`config.mk`:
```
export PLATFORM = sky130hd
export DESIGN_NAME = instruction_fetch_unit_flat
export DESIGN_NICKNAME = d
export VERILOG_FILES = /design/src/rtl/mips_pkg.sv /design/src/rtl/instruction_fetch_unit_if.sv /design/src/rtl/instruction_fetch_unit_if_id_register.sv /design/src/rtl/instruction_fetch_unit.sv /design/src/flat_wrapper.sv
export SDC_FILE = /design/constraint.sdc
export NUM_CORES = 1
export LEC_CHECK = 0
export CAP_MARGIN = 20
export CORE_MARGIN = 4
export CORE_UTILIZATION = 61
export DETAILED_ROUTE_END_ITERATION = 6
export DONT_BUFFER_PORTS = 1
export PLACE_DENSITY = 0.86
export SYNTH_ARGS = -nofsm -noshare
export SYNTH_HDL_FRONTEND = slang
export SYNTH_SLANG_ARGS = --single-unit
export TNS_END_PERCENT = 100
```
`constraint.sdc`:
```
create_clock -name clk -period 5.53 [get_ports clk]
set_input_delay 0 -clock clk [delete_from_list [all_inputs] [get_ports clk]]
set_output_delay 0 -clock clk [all_outputs]
set_load 0.03 [all_outputs]
```
`src/rtl/mips_pkg.sv`:
```
// Shared MIPS datapath types and constants.
// Used by the fetch stage and its pipeline register.
package mips_pkg;

    localparam int WORD_W = 32;

    localparam logic [WORD_W-1:0] PC_STEP           = 32'd4;
    localparam logic [WORD_W-1:0] NOP_WORD          = 32'h0000_0000;
    localparam logic [WORD_W-1:0] HALT_WORD_DEFAULT = 32'hFFFF_FFFF;

    typedef enum logic {
        FS_RUN    = 1'b0,
        FS_HALTED = 1'b1
    } fetch_state_e;

    typedef struct packed {
        logic [WORD_W-1:0] instr;
        logic [WORD_W-1:0] pc_plus4;
        logic              valid;
    } if_id_t;

    function automatic logic [WORD_W-1:0] word_align(
        input logic [WORD_W-1:0] addr
    );
        return {addr[WORD_W-1:2], 2'b00};
    endfunction

endpackage

```
`src/rtl/instruction_fetch_unit_if.sv`:
```
// Fetch-stage bundle: hazard/redirect inputs, imem port, IF/ID outputs.
// master = fetch unit, slave = surrounding datapath.
interface instruction_fetch_unit_if;
    import mips_pkg::*;

    logic              stall;
    logic              redirect_valid;
    logic [WORD_W-1:0] redirect_pc;
    logic [WORD_W-1:0] imem_addr;
    logic [WORD_W-1:0] imem_rdata;
    logic [WORD_W-1:0] if_id_instr;
    logic [WORD_W-1:0] if_id_pc_plus4;
    logic              if_id_valid;
    logic              halted;
    logic [WORD_W-1:0] fetch_count;

    modport master (
        input  stall,
        input  redirect_valid,
        input  redirect_pc,
        input  imem_rdata,
        output imem_addr,
        output if_id_instr,
        output if_id_pc_plus4,
        output if_id_valid,
        output halted,
        output fetch_count
    );

    modport slave (
        output stall,
        output redirect_valid,
        output redirect_pc,
        output imem_rdata,
        input  imem_addr,
        input  if_id_instr,
        input  if_id_pc_plus4,
        input  if_id_valid,
        input  halted,
        input  fetch_count
    );

endinterface

```
`src/rtl/instruction_fetch_unit_if_id_register.sv`:
```
// IF/ID pipeline register with load, hold and flush controls.
// Flush wins over load so a redirect never lets a stale word through.
module if_id_register
    import mips_pkg::*;
(
    input  logic   clk_i,
    input  logic   rst_ni,
    input  logic   load_i,
    input  logic   flush_i,
    input  if_id_t d_i,
    output if_id_t q_o
);

    if_id_t data_q;
    if_id_t data_d;

    always_comb begin
        data_d = data_q;
        if (flush_i) begin
            data_d = '{instr: NOP_WORD, pc_plus4: '0, valid: 1'b0};
        end else if (load_i) begin
            data_d = d_i;
        end
    end

    always_ff @(posedge clk_i or negedge rst_ni) begin
        if (!rst_ni) begin
            data_q <= '{instr: NOP_WORD, pc_plus4: '0, valid: 1'b0};
        end else begin
            data_q <= data_d;
        end
    end

    assign q_o = data_q;

endmodule

```
`src/rtl/instruction_fetch_unit.sv`:
```
// MIPS fetch stage: PC, run/halt FSM, fetch counter and IF/ID register.
// Redirect beats stall, stall beats halt detection, halt beats a normal fetch.
module instruction_fetch_unit
    import mips_pkg::*;
#(
    parameter logic [WORD_W-1:0] RESET_PC  = 32'h0000_0000,
    parameter logic [WORD_W-1:0] HALT_WORD = HALT_WORD_DEFAULT
) (
    input logic                      clk,
    input logic                      reset_n,
    instruction_fetch_unit_if.master fetch
);

    fetch_state_e      state_q;
    fetch_state_e      state_d;
    logic [WORD_W-1:0] pc_q;
    logic [WORD_W-1:0] pc_d;
    logic [WORD_W-1:0] cnt_q;
    logic [WORD_W-1:0] cnt_d;
    logic [WORD_W-1:0] pc_plus4;

    logic   is_halt;
    logic   take_redir;
    logic   take_stall;
    logic   take_halt;
    logic   take_fetch;
    logic   ifid_load;
    logic   ifid_flush;
    if_id_t ifid_d;
    if_id_t ifid_q;

    assign pc_plus4 = pc_q + PC_STEP;
    assign is_halt  = (fetch.imem_rdata == HALT_WORD);

    // One-hot decode of the per-edge priority while running.
    assign take_redir = fetch.redirect_valid;
    assign take_stall = !fetch.redirect_valid && fetch.stall;
    assign take_halt  = !fetch.redirect_valid && !fetch.stall && is_halt;
    assign take_fetch = !fetch.redirect_valid && !fetch.stall && !is_halt;

    always_ff @(posedge clk or negedge reset_n) begin
        if (!reset_n) begin
            state_q <= FS_RUN;
        end else begin
            state_q <= state_d;
        end
    end

    always_comb begin
        state_d = state_q;
        unique case (state_q)
            FS_RUN: begin
                if (take_halt) begin
                    state_d = FS_HALTED;
                end
            end
            FS_HALTED: begin
                state_d = FS_HALTED;
            end
        endcase
    end

    always_comb begin
        pc_d       = pc_q;
        cnt_d      = cnt_q;
        ifid_load  = 1'b0;
        ifid_flush = 1'b0;
        unique case (state_q)
            FS_RUN: begin
                unique case (1'b1)
                    take_redir: begin
                        pc_d       = word_align(fetch.redirect_pc);
                        ifid_flush = 1'b1;
                    end
                    take_stall: begin
                        pc_d = pc_q;
                    end
                    take_halt: begin
                        ifid_flush = 1'b1;
                    end
                    take_fetch: begin
                        pc_d      = pc_plus4;
                        cnt_d     = cnt_q + 32'd1;
                        ifid_load = 1'b1;
                    end
                endcase
            end
            FS_HALTED: begin
                ifid_flush = 1'b1;
            end
        endcase
    end

    always_ff @(posedge clk or negedge reset_n) begin
        if (!reset_n) begin
            pc_q  <= RESET_PC;
            cnt_q <= '0;
        end else begin
            pc_q  <= pc_d;
            cnt_q <= cnt_d;
        end
    end

    assign ifid_d = '{
        instr:    fetch.imem_rdata,
        pc_plus4: pc_plus4,
        valid:    1'b1
    };

    if_id_register u_if_id (
        .clk_i   (clk),
        .rst_ni  (reset_n),
        .load_i  (ifid_load),
        .flush_i (ifid_flush),
        .d_i     (ifid_d),
        .q_o     (ifid_q)
    );

    assign fetch.imem_addr      = word_align(pc_q);
    assign fetch.if_id_instr    = ifid_q.instr;
    assign fetch.if_id_pc_plus4 = ifid_q.pc_plus4;
    assign fetch.if_id_valid    = ifid_q.valid;
    assign fetch.halted         = (state_q == FS_HALTED);
    assign fetch.fetch_count    = cnt_q;

endmodule

```
`src/flat_wrapper.sv`:
```
// flat-port wrapper written by rule: the top's interface ports become plain ports
module instruction_fetch_unit_flat import mips_pkg::*;
#(
    parameter logic [WORD_W-1:0] RESET_PC  = 32'h0000_0000,
    parameter logic [WORD_W-1:0] HALT_WORD = HALT_WORD_DEFAULT
)
  (clk, reset_n, fetch_stall, fetch_redirect_valid, fetch_redirect_pc, fetch_imem_rdata, fetch_imem_addr, fetch_if_id_instr, fetch_if_id_pc_plus4, fetch_if_id_valid, fetch_halted, fetch_fetch_count);
  instruction_fetch_unit_if fetch_i ();
  input logic clk;
  input logic reset_n;
  input wire logic [$bits(fetch_i.stall)-1:0] fetch_stall;
  input wire logic [$bits(fetch_i.redirect_valid)-1:0] fetch_redirect_valid;
  input wire logic [$bits(fetch_i.redirect_pc)-1:0] fetch_redirect_pc;
  input wire logic [$bits(fetch_i.imem_rdata)-1:0] fetch_imem_rdata;
  output wire logic [$bits(fetch_i.imem_addr)-1:0] fetch_imem_addr;
  output wire logic [$bits(fetch_i.if_id_instr)-1:0] fetch_if_id_instr;
  output wire logic [$bits(fetch_i.if_id_pc_plus4)-1:0] fetch_if_id_pc_plus4;
  output wire logic [$bits(fetch_i.if_id_valid)-1:0] fetch_if_id_valid;
  output wire logic [$bits(fetch_i.halted)-1:0] fetch_halted;
  output wire logic [$bits(fetch_i.fetch_count)-1:0] fetch_fetch_count;
  assign fetch_i.stall = fetch_stall;
  assign fetch_i.redirect_valid = fetch_redirect_valid;
  assign fetch_i.redirect_pc = fetch_redirect_pc;
  assign fetch_i.imem_rdata = fetch_imem_rdata;
  assign fetch_imem_addr = fetch_i.imem_addr;
  assign fetch_if_id_instr = fetch_i.if_id_instr;
  assign fetch_if_id_pc_plus4 = fetch_i.if_id_pc_plus4;
  assign fetch_if_id_valid = fetch_i.if_id_valid;
  assign fetch_halted = fetch_i.halted;
  assign fetch_fetch_count = fetch_i.fetch_count;
  instruction_fetch_unit #(.RESET_PC(RESET_PC), .HALT_WORD(HALT_WORD)) u_core (.clk(clk), .reset_n(reset_n), .fetch(fetch_i));
endmodule
```
### Yosys cells after proc, flatten, opt, wreduce, memory -nomap -nowiden

Cells that the tools add are included.

* register bits: 130
* input port bits: 68
* logic and storage cells: 30
* memories: 0
* bits in writable memories: 0
* output and inout bits: 130
* bits in latches: 0
* bits in read-only memories: 0

* bitwise gates (word level): 1
* add/subtract/negate cells: 2
* multipliers: 0
* divide/modulo/power cells: 0
* reductions and logical operators: 11
* mux-type cells: 9
* equal/unequal tests: 1
* order comparisons: 0
* shifts and indexed selects: 0

Operator list (count)
* 65-bit two-way mux: 2
* 32-bit one-hot mux with 2 select lines: 1
* 32-bit by 1-bit adder with 32-bit output, second input constant: 1
* 32-bit by 3-bit adder with 32-bit output, second input constant: 1
* 32-bit equality test, second input constant: 1
* 1-bit two-way mux: 4
* 1-bit one-hot mux with 2 select lines: 2
* 2-bit AND reduction: 2
* 2-bit nonzero test: 2
* 1-bit logical AND: 3
* 1-bit logical NOT: 3
* 2-bit OR reduction: 1
* 1-bit inverter: 1

### Longest topological paths before layout

Gate-level depths: netlist of the first run.

* depth after elaboration: 7
* gate-level depth with buffers: 8
* depth with buffers taken out: 6

### Hierarchy

Synthesis of the first run repeated with hierarchy kept, for this count alone.

* cells, all modules: 618
* area, all modules: 6411.1 µm²

Modules (own cells, without submodules)
* instruction_fetch_unit: cells each 409, area an instance 3743.6 µm², sequential area each 1576.5 µm², times used 1
* if_id_register: cells each 209, area an instance 2667.6 µm², sequential area each 1626.6 µm², times used 1

### Worst setup path after synthesis of the first run

OpenSTA, ideal clock, no wires.

* path type: register to register
* start: register u_core.pc_q[4]
* end: register u_core.pc_q[29]
* path slack: 3244 ps
* library setup time: 129 ps
* cell stages (with the launch flop): 8
* period minus slack after synthesis: 2286 ps
* arrival: 2157 ps
* path buffers: 2
* cell sequence: dfrtp_1 buf_2 and4_1 or4b_1 buf_6 or3_1 o32ai_1 a21oi_1

* longest elaborated chain between the ends: 2

Ends and longest elaborated chain
* start, declared: RTL line instruction_fetch_unit.sv:16 `logic [WORD_W-1:0] pc_q;`
* start signal, assigned: RTL line instruction_fetch_unit.sv:99 `pc_q <= pc_d;`
* 32-bit by 3-bit adder with 32-bit output: RTL line instruction_fetch_unit.sv:32 `assign pc_plus4 = pc_q + PC_STEP;`
* 32-bit one-hot mux with 2 select lines: RTL line instruction_fetch_unit.sv:70 `unique case (1'b1)`

Every way passes these cells.
A chain may end at the register's enable or synchronous reset.

### Worst setup path in the final report of the first run

* start: register u_core.pc_q[4]
* end: register u_core.pc_q[19]

Same word-level chain as after synthesis.

==> impl_metrics.py, run 1 <==
metrics = {
    "run_status": {
        "status": "complete, no violations",
    },
    "yosys": {
        "synth_xor_area_share_pct": 7.656,
        "synthTopCellsByArea": "dfrtp_1 50%, xnor2_1 5.6%, a22o_1 4.4%",
        "ys_seq_elements": 127,
        "yosysSeqAreaShare_pct": 49.61,
        "synth-compound-area-share_pct": 18.01,
        "postSynthCellCount": 600,
        "synth-warning-count": 0,
        "synth_top_family_by_area": "compound AO/OA/AOI/OAI gates",
        "synth_top_cell_area_share_pct": 49.61,
        "ys_async_sr_fraction_pct": 100.0,
        "synth_area_sq_um": 6406,
        "synthAdderAreaFrac_pct": 0.3906,
        "synth_mux_area_share_pct": 2.363,
        "ys.flop_type": "dfrtp_1",
        "synth_edf_count": 0,
        "synth_top_cell_by_area": "dfrtp_1",
        "synthDistinctLibCells": 64,
        "syn_area_per_cell_sq_um": 10.68,
        "synthSimpleGateAreaFrac_pct": 17.58,
    },
    "cells_and_area": {
        "multiInputGateArea_sq_um": 2995,
        "final_layout_size_suffix_gt1_share_pct": 10.91,
        "layout_common_cells": "127 x dfrtp_1, 71 x dlygate4sd3_1, 50 x nor2_1",
        "area_growth_pct": 21.41,
        "fill_cells": 641,
        "stdcell_area_sq_um": 7777,
        "seqCellArea_sq_um": 3178,
        "mostFrequentLayoutCell": "dfrtp_1",
        "final_nets": 726,
    },
    "die": {
        "die_area_sq_um": 12210,
        "initial_utilization_pct": 62.33,
        "fp.dieH_um": 110.5,
        "core_sq_um": 10280,
        "fp-row-count": 37,
        "die_w_um": 110.5,
        "boundaryPins": 198,
    },
    "clock_network": {
        "clock-sinks": 127,
        "cts-root-buf": "clkbuf_8",
        "cts_max_path_buffers": 2,
        "cts_buffers": 17,
        "h-tree-depth": 4,
        "clock_latency_ps": 530,
        "cts_tree": "built",
        "clkTransAtPathRegs_ps": 60,
    },
    "route": {
        "highest_layer": "met4",
        "via_per_inst": 6.540,
        "wl_per_cell_um": 22.96,
        "drc": 0,
        "ant_nets": 0,
        "dr_wl_met3_um": 1650,
        "routed_wl_um": 18530,
        "vias": 5278,
        "drt_iter0_drc": 540,
        "first_pass_iters": 5,
        "wl_met2_um": 9426,
        "wl_met1_um": 6869,
    },
    "setup_path": {
        "critPathArrivalTime_ps": 3780,
        "rr_worst_depth": 6,
        "startpoint_type": "register",
        "critPathRequiredTime_ps": 5950,
        "endpoint_kind": "register",
        "r2r_slack_ps": 2170,
        "criticalPathCategory": "register to register",
        "r2r-start": "u_core.pc_q[4]",
        "reg2reg_to": "u_core.pc_q[19]",
        "crit_fanout": 18,
    },
    "grt": {
        "grt_max_degree": 128,
        "grt_usage_pct": 30.24,
        "grt_pass1_wl_um": 29700,
        "grt_pass1_vias": 5480,
        "grt_overflow": 0,
        "antenna_found_initial": 1,
    },
    "timing": {
        "worst_pin_slew_ps": 1112,
        "fmax_ghz": 0.2978,
        "setup-violations-final": 0,
        "slew_viol_final": 0,
        "max_slew_margin_pct": 25.86,
        "fin_crit_ps": 3358,
        "hold_viol_final": 0,
        "clock_skew_ps": 8.812,
        "rsz0062_at_grt": "false",
        "timing.final.crit_share_pct": 60.72,
        "tns_ps": 0,
    },
    "place": {
        "place_congestion": 0.8328,
        "hpwl_um": 11130,
        "io_buffer_count": 0,
        "place_area_sq_um": 6456,
    },
    "job": {
        "max_cap_violations": 0,
    },
    "worst_hold_path": {
        "hp-start": "fetch_redirect_valid",
        "worstHoldEndpoint": "u_core.u_if_id.q_o[0]",
        "holdCritPathClass": "primary input to register",
        "hold_path_depth": 4,
    },
    "pwr": {
        "power_density_nw_per_um2": 333.8,
        "peakVddDrop_v": 0.0002845,
        "p_leak_nw": 3.318,
    },
}
final cells by class:
type | instances | share of cell area [%]
Tap cell | 136 | 2.188
Timing Repair Buffer | 78 | 10.49
Clock inverter | 11 | 1.174
Antenna cell | 2 | 0.06435
Clock buffer | 21 | 5.647
Multi-Input combinational cell | 410 | 38.51
Inverter | 22 | 1.062
Sequential cell | 127 | 40.86
worst max-delay path, stage by stage, from the launching register on:
cell           delay (ps)
dfrtp_1               650
and4_1                380
or4b_1                950
nor2_2                390
a32oi_1               140
dlygate4sd3_1         610
a2bb2oi_1             130
how the worst max path moves through the flow:
stage | startpoint | to | slack, ps | cells after the start
global placement | u_core.pc_q[4] | u_core.pc_q[29] | 2720 | 5
CTS | u_core.pc_q[4] | u_core.pc_q[19] | 2240 | 6
global route | u_core.pc_q[4] | u_core.pc_q[19] | 2060 | 6
finish | u_core.pc_q[4] | u_core.pc_q[19] | 2170 | 6
detailed placement | u_core.pc_q[4] | u_core.pc_q[29] | 2630 | 5
floorplan | u_core.pc_q[4] | u_core.pc_q[29] | 3240 | 7
sequential cells by signal, summed over array words and instances, names as in the netlist:
name and cells:
u_core.fetch.fetch_count 32, u_core.fetch.halted 1, u_core.pc_q 30, u_core.u_if_id.q_o 64
cell families after synthesis:
group | count (synthesis)
buffers and inverters | 64
xor gates and xnor gates | 56
adders and majority gates | 2
AOI/OAI and AO/OA | 142
DFF | 127
muxes | 15
and+or+nand+nor | 193
other | 1
per-stage QoR:
stage | hold WS [ps] | power, mW | cells | worst slack [ps] | utilization (%)
final | 4.066 | 2.596 | 807 | 2172 | 75.68
after CTS | 5.474 | 2.588 | 802 | 2237 | 75.07
after detailed placement | -292.5 | 1.518 | 699 | 2632 | 62.82
after global placement | -292.1 | 1.498 | 699 | 2722 | 62.82
after global routing | 18.40 | 2.701 | 806 | 2060 | 75.65
after floorplan | -295.6 | 1.447 | 601 | 3244 | -
synthesized netlist by cell type (12+ instances only):
cell      instances
a21oi_1          12
nand4_1          23
nor3_1           12
nand3_1          20
clkbuf_1         25
mux2i_1          14
o22ai_1          20
and3_1           14
nor2_1           50
xor2_1           15
a22o_1           32
dfrtp_1         127
a211oi_1         24
nand2_1          34
xnor2_1          41
inv_1            22
power by group:
part	leakage [nW]	switching [mW]	internal, mW	total (mW)
clock network	0.258	0.406	0.603	1.01
logic	1.42	0.168	0.140	0.308
registers	1.64	0.276	1.00	1.28
total	3.32	0.849	1.75	2.60
per-layer routing:
| metal | track usage (%) | vias to the layer above |
|---|---|---|
| met5 | 0 | - |
| met4 | 14.70 | 0 |
| met3 | 11.01 | 54 |
| met2 | 49.60 | 282 |
| met1 | 35.12 | 2617 |
| li1 | - | 2325 |
repair_timing:
action,4_1_cts,5_1_grt
endpoints found under the setup margin,0,0
endpoints found under the hold margin,200,1
gates resized for setup,0,0
buffers inserted,0,0
hold buffers,71,1
No activity file was read; power rests on OpenSTA's default activity.
==> run 2, diff against run 1 <==
Clock period 5.53 ns to 3.3 ns, I/O delays scaled along.
==> run 2 against run 1 <==
Net effect: the flow now finishes with violations (hold timing); hold slack lost 30 ps; register-to-register slack lost 1900 ps; clock skew grew 0.58 ps; sequential cell count is the same; fmax grew 9.4%; largest cell class unchanged; highest routed layer unchanged.
==> impl_metrics.py, run 2 (synthesis results as in run 1) <==
metrics = {
    "run_status": {
        "status": "finished with violations",
        "violations": "hold timing",
    },
    "place": {
        "hpwl_um": 11190,
        "place_congestion": 0.8707,
        "io_buffer_count": 0,
    },
    "clock_network": {
        "clock_latency_ps": 530,
        "cts_max_path_buffers": 2,
        "cts_tree": "built",
        "clock-sinks": 127,
        "post_cts_buffers": 0,
        "cts_resized": 0,
        "cts_buffers": 17,
        "h-tree-depth": 4,
        "ctsHoldBuffers": 69,
        "cts-root-buf": "clkbuf_8",
        "clkTransAtPathRegs_ps": 60,
    },
    "cells_and_area": {
        "area_growth_pct": 22.73,
        "diodes": 0,
        "multiInputGateArea_sq_um": 2995,
        "final_nets": 728,
        "final_layout_size_suffix_gt1_share_pct": 11.92,
        "layout_common_cells": "127 x dfrtp_1, 69 x dlygate4sd3_1, 50 x nor2_1",
        "seqCellArea_sq_um": 3178,
        "mostFrequentLayoutCell": "dfrtp_1",
        "fill_cells": 636,
        "largest_reg_flops": 64,
    },
    "setup_path": {
        "critPathRequiredTime_ps": 3700,
        "crit_fanout": 18,
        "critPathArrivalTime_ps": 3480,
        "startpoint_type": "register",
        "endpoint_kind": "register",
        "cp-startpoint": "u_core.pc_q[4]",
        "criticalPathCategory": "register to register",
        "r2r-start": "u_core.pc_q[4]",
    },
    "timing": {
        "tns_ps": 0,
        "rsz0062_at_grt": "false",
        "clock_skew_ps": 9.396,
        "fin_crit_ps": 3071,
        "setup-violations-final": 0,
        "max_slew_margin_pct": 40.75,
        "worst_pin_slew_ps": 882.1,
        "fmax_ghz": 0.3257,
        "hold_viol_final": 1,
        "slew_viol_final": 0,
        "holdWs_ps": -26.12,
        "timing.final.crit_share_pct": 93.05,
    },
    "job": {
        "max_cap_violations": 0,
    },
    "grt": {
        "grt_usage_pct": 30.76,
        "grt_overflow": 0,
        "grt_max_degree": 128,
        "antenna_found_initial": 0,
        "grt_pass1_vias": 5508,
        "grt_pass1_wl_um": 30370,
    },
    "die": {
        "core_sq_um": 10280,
        "fp.dieH_um": 110.5,
        "fp-row-count": 37,
        "initial_utilization_pct": 62.33,
        "die_area_sq_um": 12210,
        "die_w_um": 110.5,
        "boundaryPins": 198,
    },
    "route": {
        "routed_wl_um": 18560,
        "drc": 0,
        "vias": 5341,
        "first_pass_iters": 5,
        "ant_nets": 0,
        "drt_iter0_drc": 574,
        "via_per_inst": 6.618,
        "wl_per_cell_um": 23.00,
    },
    "worst_hold_path": {
        "hp-start": "fetch_redirect_valid",
        "holdCritPathClass": "primary input to register",
    },
    "pwr": {
        "p_leak_nw": 3.362,
        "power_density_nw_per_um2": 584.4,
        "peakVddDrop_v": 0.0004866,
    },
}
[run 2: final cells by class]
type | instances | area share, %
clock inverter | 14 | 2.323
inverter | 22 | 1.050
clock buffer | 18 | 5.442
tap | 136 | 2.164
multi-input combinational | 410 | 38.10
timing repair buffer | 80 | 10.50
sequential | 127 | 40.42
[run 2: path summary, 6_finish.rpt]
path                                                     end  slack [ps]  cells past startpoint
worst max-delay path                         u_core.pc_q[25]         230                      7
min in group asynchronous             u_core.u_if_id.q_o[32]         130                      2
worst min-delay path                   u_core.u_if_id.q_o[0]         -30                      4
worst min register to register  u_core.fetch.fetch_count[27]         700                      1
worst max register to register               u_core.pc_q[25]         230                      7
max in group asynchronous       u_core.fetch.fetch_count[20]        2670                      2
[run 2: stage by stage]
| stage | total power, mW | worst slack (ps) | instance area [sq um] | instances | util (%) |
|---|---|---|---|---|---|
| after floorplan | 2.424 | 1014 | 6410 | 601 | - |
| after global placement | 2.517 | 692.3 | 6506 | 704 | 63.31 |
| after detailed placement | 2.546 | 618.7 | 6506 | 704 | 63.31 |
| after CTS | 4.574 | 293.7 | 7825 | 805 | 76.14 |
| after global routing | 4.767 | 110.9 | 7863 | 807 | 76.50 |
| final | 4.595 | 229.3 | 7863 | 807 | 76.50 |
[run 2: layer usage]
| metal | part of all wire [%] | track usage [%] | wire (um) | vias up |
|---|---|---|---|---|
| li1 | - | - | - | 2322 |
| met5 | 0 | 0 | 0 | - |
| met4 | 3.5 | 14.37 | 654 | 0 |
| met1 | 37 | 36.66 | 6826 | 2628 |
| met3 | 8.6 | 9.534 | 1601 | 69 |
| met2 | 51 | 50.93 | 9478 | 322 |
[run 2: where the power goes]
group | internal [mW] | switching (mW) | total (mW) | leakage (nW)
sequential | 1.68 | 0.454 | 2.13 | 1.64
combinational | 0.236 | 0.279 | 0.515 | 1.43
clock | 1.19 | 0.759 | 1.95 | 0.294
[run 2: worst max-delay path, stage by stage (launching register included)]
cell and delay, ps:
dfrtp_1 650, and4_1 400, or4b_1 450, buf_4 250, o31a_1 350, o21ai_1 140
o211ai_1 110, dlygate4sd3_1 600
==> run 3, diff against run 2 <==
Settings changed: HOLD_SLACK_MARGIN from default to 0.15, PLACE_DENSITY 0.86 to 0.78, SYNTH_HIERARCHICAL from default to 1.
==> run 3 against run 2 <==
Net effect: the run now ends clean; clock power about the same; sequential share of layout area down 1.0 points; first-iteration DRC count decreased by 30%; synthesized cell count rose by 3.0%; clock skew fell by 0.74 ps; worst setup slack improved by 81 ps; clock-buffer cell count increased by 2; via count down 1.9%; cell count grew 7.7%; combinational power is 62% lower; design area is 3.3% higher; area after synthesis barely moved; critical endpoint is now u_core/u_if_id/q_o[41]; largest cell class unchanged; largest power group is now the clock network; highest routed layer unchanged.
==> impl_metrics.py, run 3 <==
metrics = {
    "grt": {
        "use_met2_pct": 48.42,
        "grt_pass1_vias": 5439,
        "use_met1_pct": 34.60,
        "grt_overflow": 0,
        "use_met3_pct": 11.89,
        "busiest_layer": "met2",
        "grt_pass1_wl_um": 28810,
        "antenna_found_initial": 0,
        "grt_usage_pct": 29.09,
        "grt_max_degree": 129,
    },
    "yosys": {
        "yosysSeqAreaShare_pct": 49.96,
        "synth-warning-count": 6,
        "synth_xor_area_share_pct": 7.787,
        "synth-compound-area-share_pct": 8.626,
        "synth_area_sq_um": 6411,
        "synthAdderAreaFrac_pct": 0.3903,
        "synthTopCellsByArea": "dfrtp_1 50%, mux2i_1 11%, nor2_1 5.7%",
        "ys.flop_type": "dfrtp_1",
        "ys_async_sr_fraction_pct": 100.0,
        "synth_top_cell_area_share_pct": 49.96,
        "netlist_top_cells_count": "128 x dfrtp_1, 98 x nor2_1, 68 x mux2i_1",
        "postSynthCellCount": 618,
        "ys_seq_elements": 128,
        "synth_mux_area_share_pct": 10.79,
        "synth_edf_count": 0,
        "synth_top_family_by_area": "simple AND/OR/NAND/NOR gates",
        "synthDistinctLibCells": 55,
        "synth_top_cell_by_area": "dfrtp_1",
        "synthSimpleGateAreaFrac_pct": 18.07,
        "synth_most_common_cell": "dfrtp_1",
        "syn_area_per_cell_sq_um": 10.37,
    },
    "setup_path": {
        "crit_family": "buffers and inverters",
        "endpoint_kind": "register",
        "crit_end": "u_core/u_if_id/q_o[41]",
        "rr_worst_depth": 7,
        "cpMaxStageDelayCell": "dfrtp_1",
        "cp.depth": 7,
        "critPathRequiredTime_ps": 3690,
        "r2r_slack_ps": 310,
        "cpPeakStageDelay_ps": 650,
        "r2r-start": "u_core/fetch.halted",
        "startpoint_type": "register",
        "crit_path_cell_trace": "inv_1 -> nand2_1 -> clkinv_2 -> buf_12 -> mux2i_1 -> nor2_1 -> dlygate4sd3_1",
        "criticalPathCategory": "register to register",
        "timing.critical_path.buf_inv": 4,
        "reg2reg_to": "u_core/u_if_id/q_o[41]",
        "cp-startpoint": "u_core/fetch.halted",
        "critPathArrivalTime_ps": 3380,
        "crit_fanout": 36,
    },
    "clock_network": {
        "cts_tree": "built",
        "clock_latency_ps": 520,
        "cts_buffers": 17,
        "clkTransAtPathRegs_ps": 60,
        "clock-sinks": 128,
        "h-tree-depth": 4,
        "cts_max_path_buffers": 2,
        "cts-root-buf": "clkbuf_8",
    },
    "timing": {
        "worst_pin_slew_ps": 631.2,
        "fmax_ghz": 0.3345,
        "slew_viol_final": 0,
        "tns_ps": 0,
        "setup-violations-final": 0,
        "timing.final.crit_share_pct": 90.59,
        "max_slew_margin_pct": 57.92,
        "holdWs_ps": 218.9,
        "clock_skew_ps": 8.660,
        "fin_crit_ps": 2990,
        "rsz0062_at_grt": "false",
        "hold_viol_final": 0,
    },
    "cells_and_area": {
        "diodes": 0,
        "layout_common_cells": "128 x dfrtp_1, 99 x dlygate4sd3_1, 98 x nor2_1",
        "final_layout_size_suffix_gt1_share_pct": 8.458,
        "mostFrequentLayoutCell": "dfrtp_1",
        "largest_reg_flops": 65,
        "final_nets": 790,
        "area_growth_pct": 26.74,
        "fill_cells": 610,
    },
    "worst_hold_path": {
        "holdCritPathClass": "primary input to register",
    },
    "place": {
        "place_congestion": 0.8491,
        "hpwl_um": 10710,
        "io_buffer_count": 0,
    },
    "job": {
        "max_cap_violations": 0,
    },
    "die": {
        "core_sq_um": 10280,
        "fp.dieH_um": 110.5,
        "fp-row-count": 37,
        "die_area_sq_um": 12210,
        "initial_utilization_pct": 62.38,
        "die_w_um": 110.5,
        "boundaryPins": 198,
    },
    "route": {
        "drt_iter0_drc": 401,
        "drc": 0,
        "routed_wl_um": 17710,
        "first_pass_iters": 5,
        "wl_per_cell_um": 20.38,
        "vias": 5238,
        "via_per_inst": 6.028,
        "ant_nets": 0,
    },
    "pwr": {
        "peakVddDrop_v": 0.0002530,
        "p_leak_nw": 3.525,
        "sw_frac_of_total_pct": 22.91,
        "p_int_mw": 2.930,
        "p_clk_share_pct": 51.5,
        "p_sw_mw": 0.8710,
        "seqPwrFrac_pct": 43.3,
        "power_density_nw_per_um2": 467.8,
        "p_comb_share_pct": 5.2,
    },
    "run_status": {
        "status": "complete, no violations",
    },
}
-- run 3: power by group through the flow --
stage | registers, mW | logic (mW) | clock network (mW)
after floorplan | 1.67 | 0.0754 | 0
after global placement | 1.67 | 0.0827 | 0
after detailed placement | 1.68 | 0.0869 | 0
after CTS | 1.65 | 0.196 | 1.98
after global routing | 1.65 | 0.218 | 2.06
final | 1.65 | 0.198 | 1.96
-- run 3: worst min path at each step --
stage                                        endpoint  cells after the start                 start  slack (ps)
after floorplan           u_core/fetch.fetch_count[0]                      0               reset_n        -300
after global placement         u_core/u_if_id/q_o[15]                      0               reset_n        -290
after detailed placement       u_core/u_if_id/q_o[15]                      0               reset_n        -290
after CTS                              u_core/pc_q[2]                      3  fetch_redirect_pc[2]         190
after global routing                   u_core/pc_q[2]                      3  fetch_redirect_pc[2]         240
final                                  u_core/pc_q[2]                      3  fetch_redirect_pc[2]         220
-- run 3: tightest hold or removal path: cells and delay by family --
family / cells / cell delay, ps
buffers and inverters: 1 / 550
AO/OA/AOI/OAI: 1 / 90
AND/OR/NAND/NOR: 1 / 50
-- run 3: metal layers --
metal  vias up  part of all wire, %
met1      2576                   38
li1       2362                    -
met3        28                  9.7
met4         0                  1.9
met5         -                    0
met2       272                   50
-- run 3: kinds of logic (layout without fill, tap and decap cells) --
family,Yosys count,after routing
other,2,5
muxes,69,69
DFF,128,128
adders and majority gates,2,2
and+or+nand+nor,232,232
xor gates and xnor gates,57,57
buffers and inverters,43,155
AOI/OAI and AO/OA,85,85
-- run 3: through the flow --
step	area, sq um	setup slack (ps)	power, mW	utilization (%)	cells
global route	8125	168.8	3.930	79.06	869
detailed placement	6472	736.0	1.763	62.98	736
CTS	8110	399.7	3.822	78.91	868
finish	8125	310.4	3.801	79.06	869
floorplan	6422	998.6	1.741	-	621
global placement	6472	816.7	1.757	62.98	736
-- run 3: what timing repair did --
| item | 4_1_cts | 5_1_grt |
|---|---|---|
| endpoints found under the hold margin | 229 | 0 |
| hold buffers | 100 | 0 |
| gates resized for setup | 0 | 0 |
| buffers inserted | 0 | 0 |
-- run 3: final cells by class --
cell class / count / area [sq um] / share of cell area [%]
timing repair buffer: 111 / 1121 / 13.80
clock inverter: 12 / 183.9 / 2.264
tap: 136 / 170.2 / 2.094
inverter: 12 / 46.29 / 0.5698
clock buffer: 20 / 435.4 / 5.359
sequential: 128 / 3203 / 39.42
multi-input combinational: 450 / 2965 / 36.50
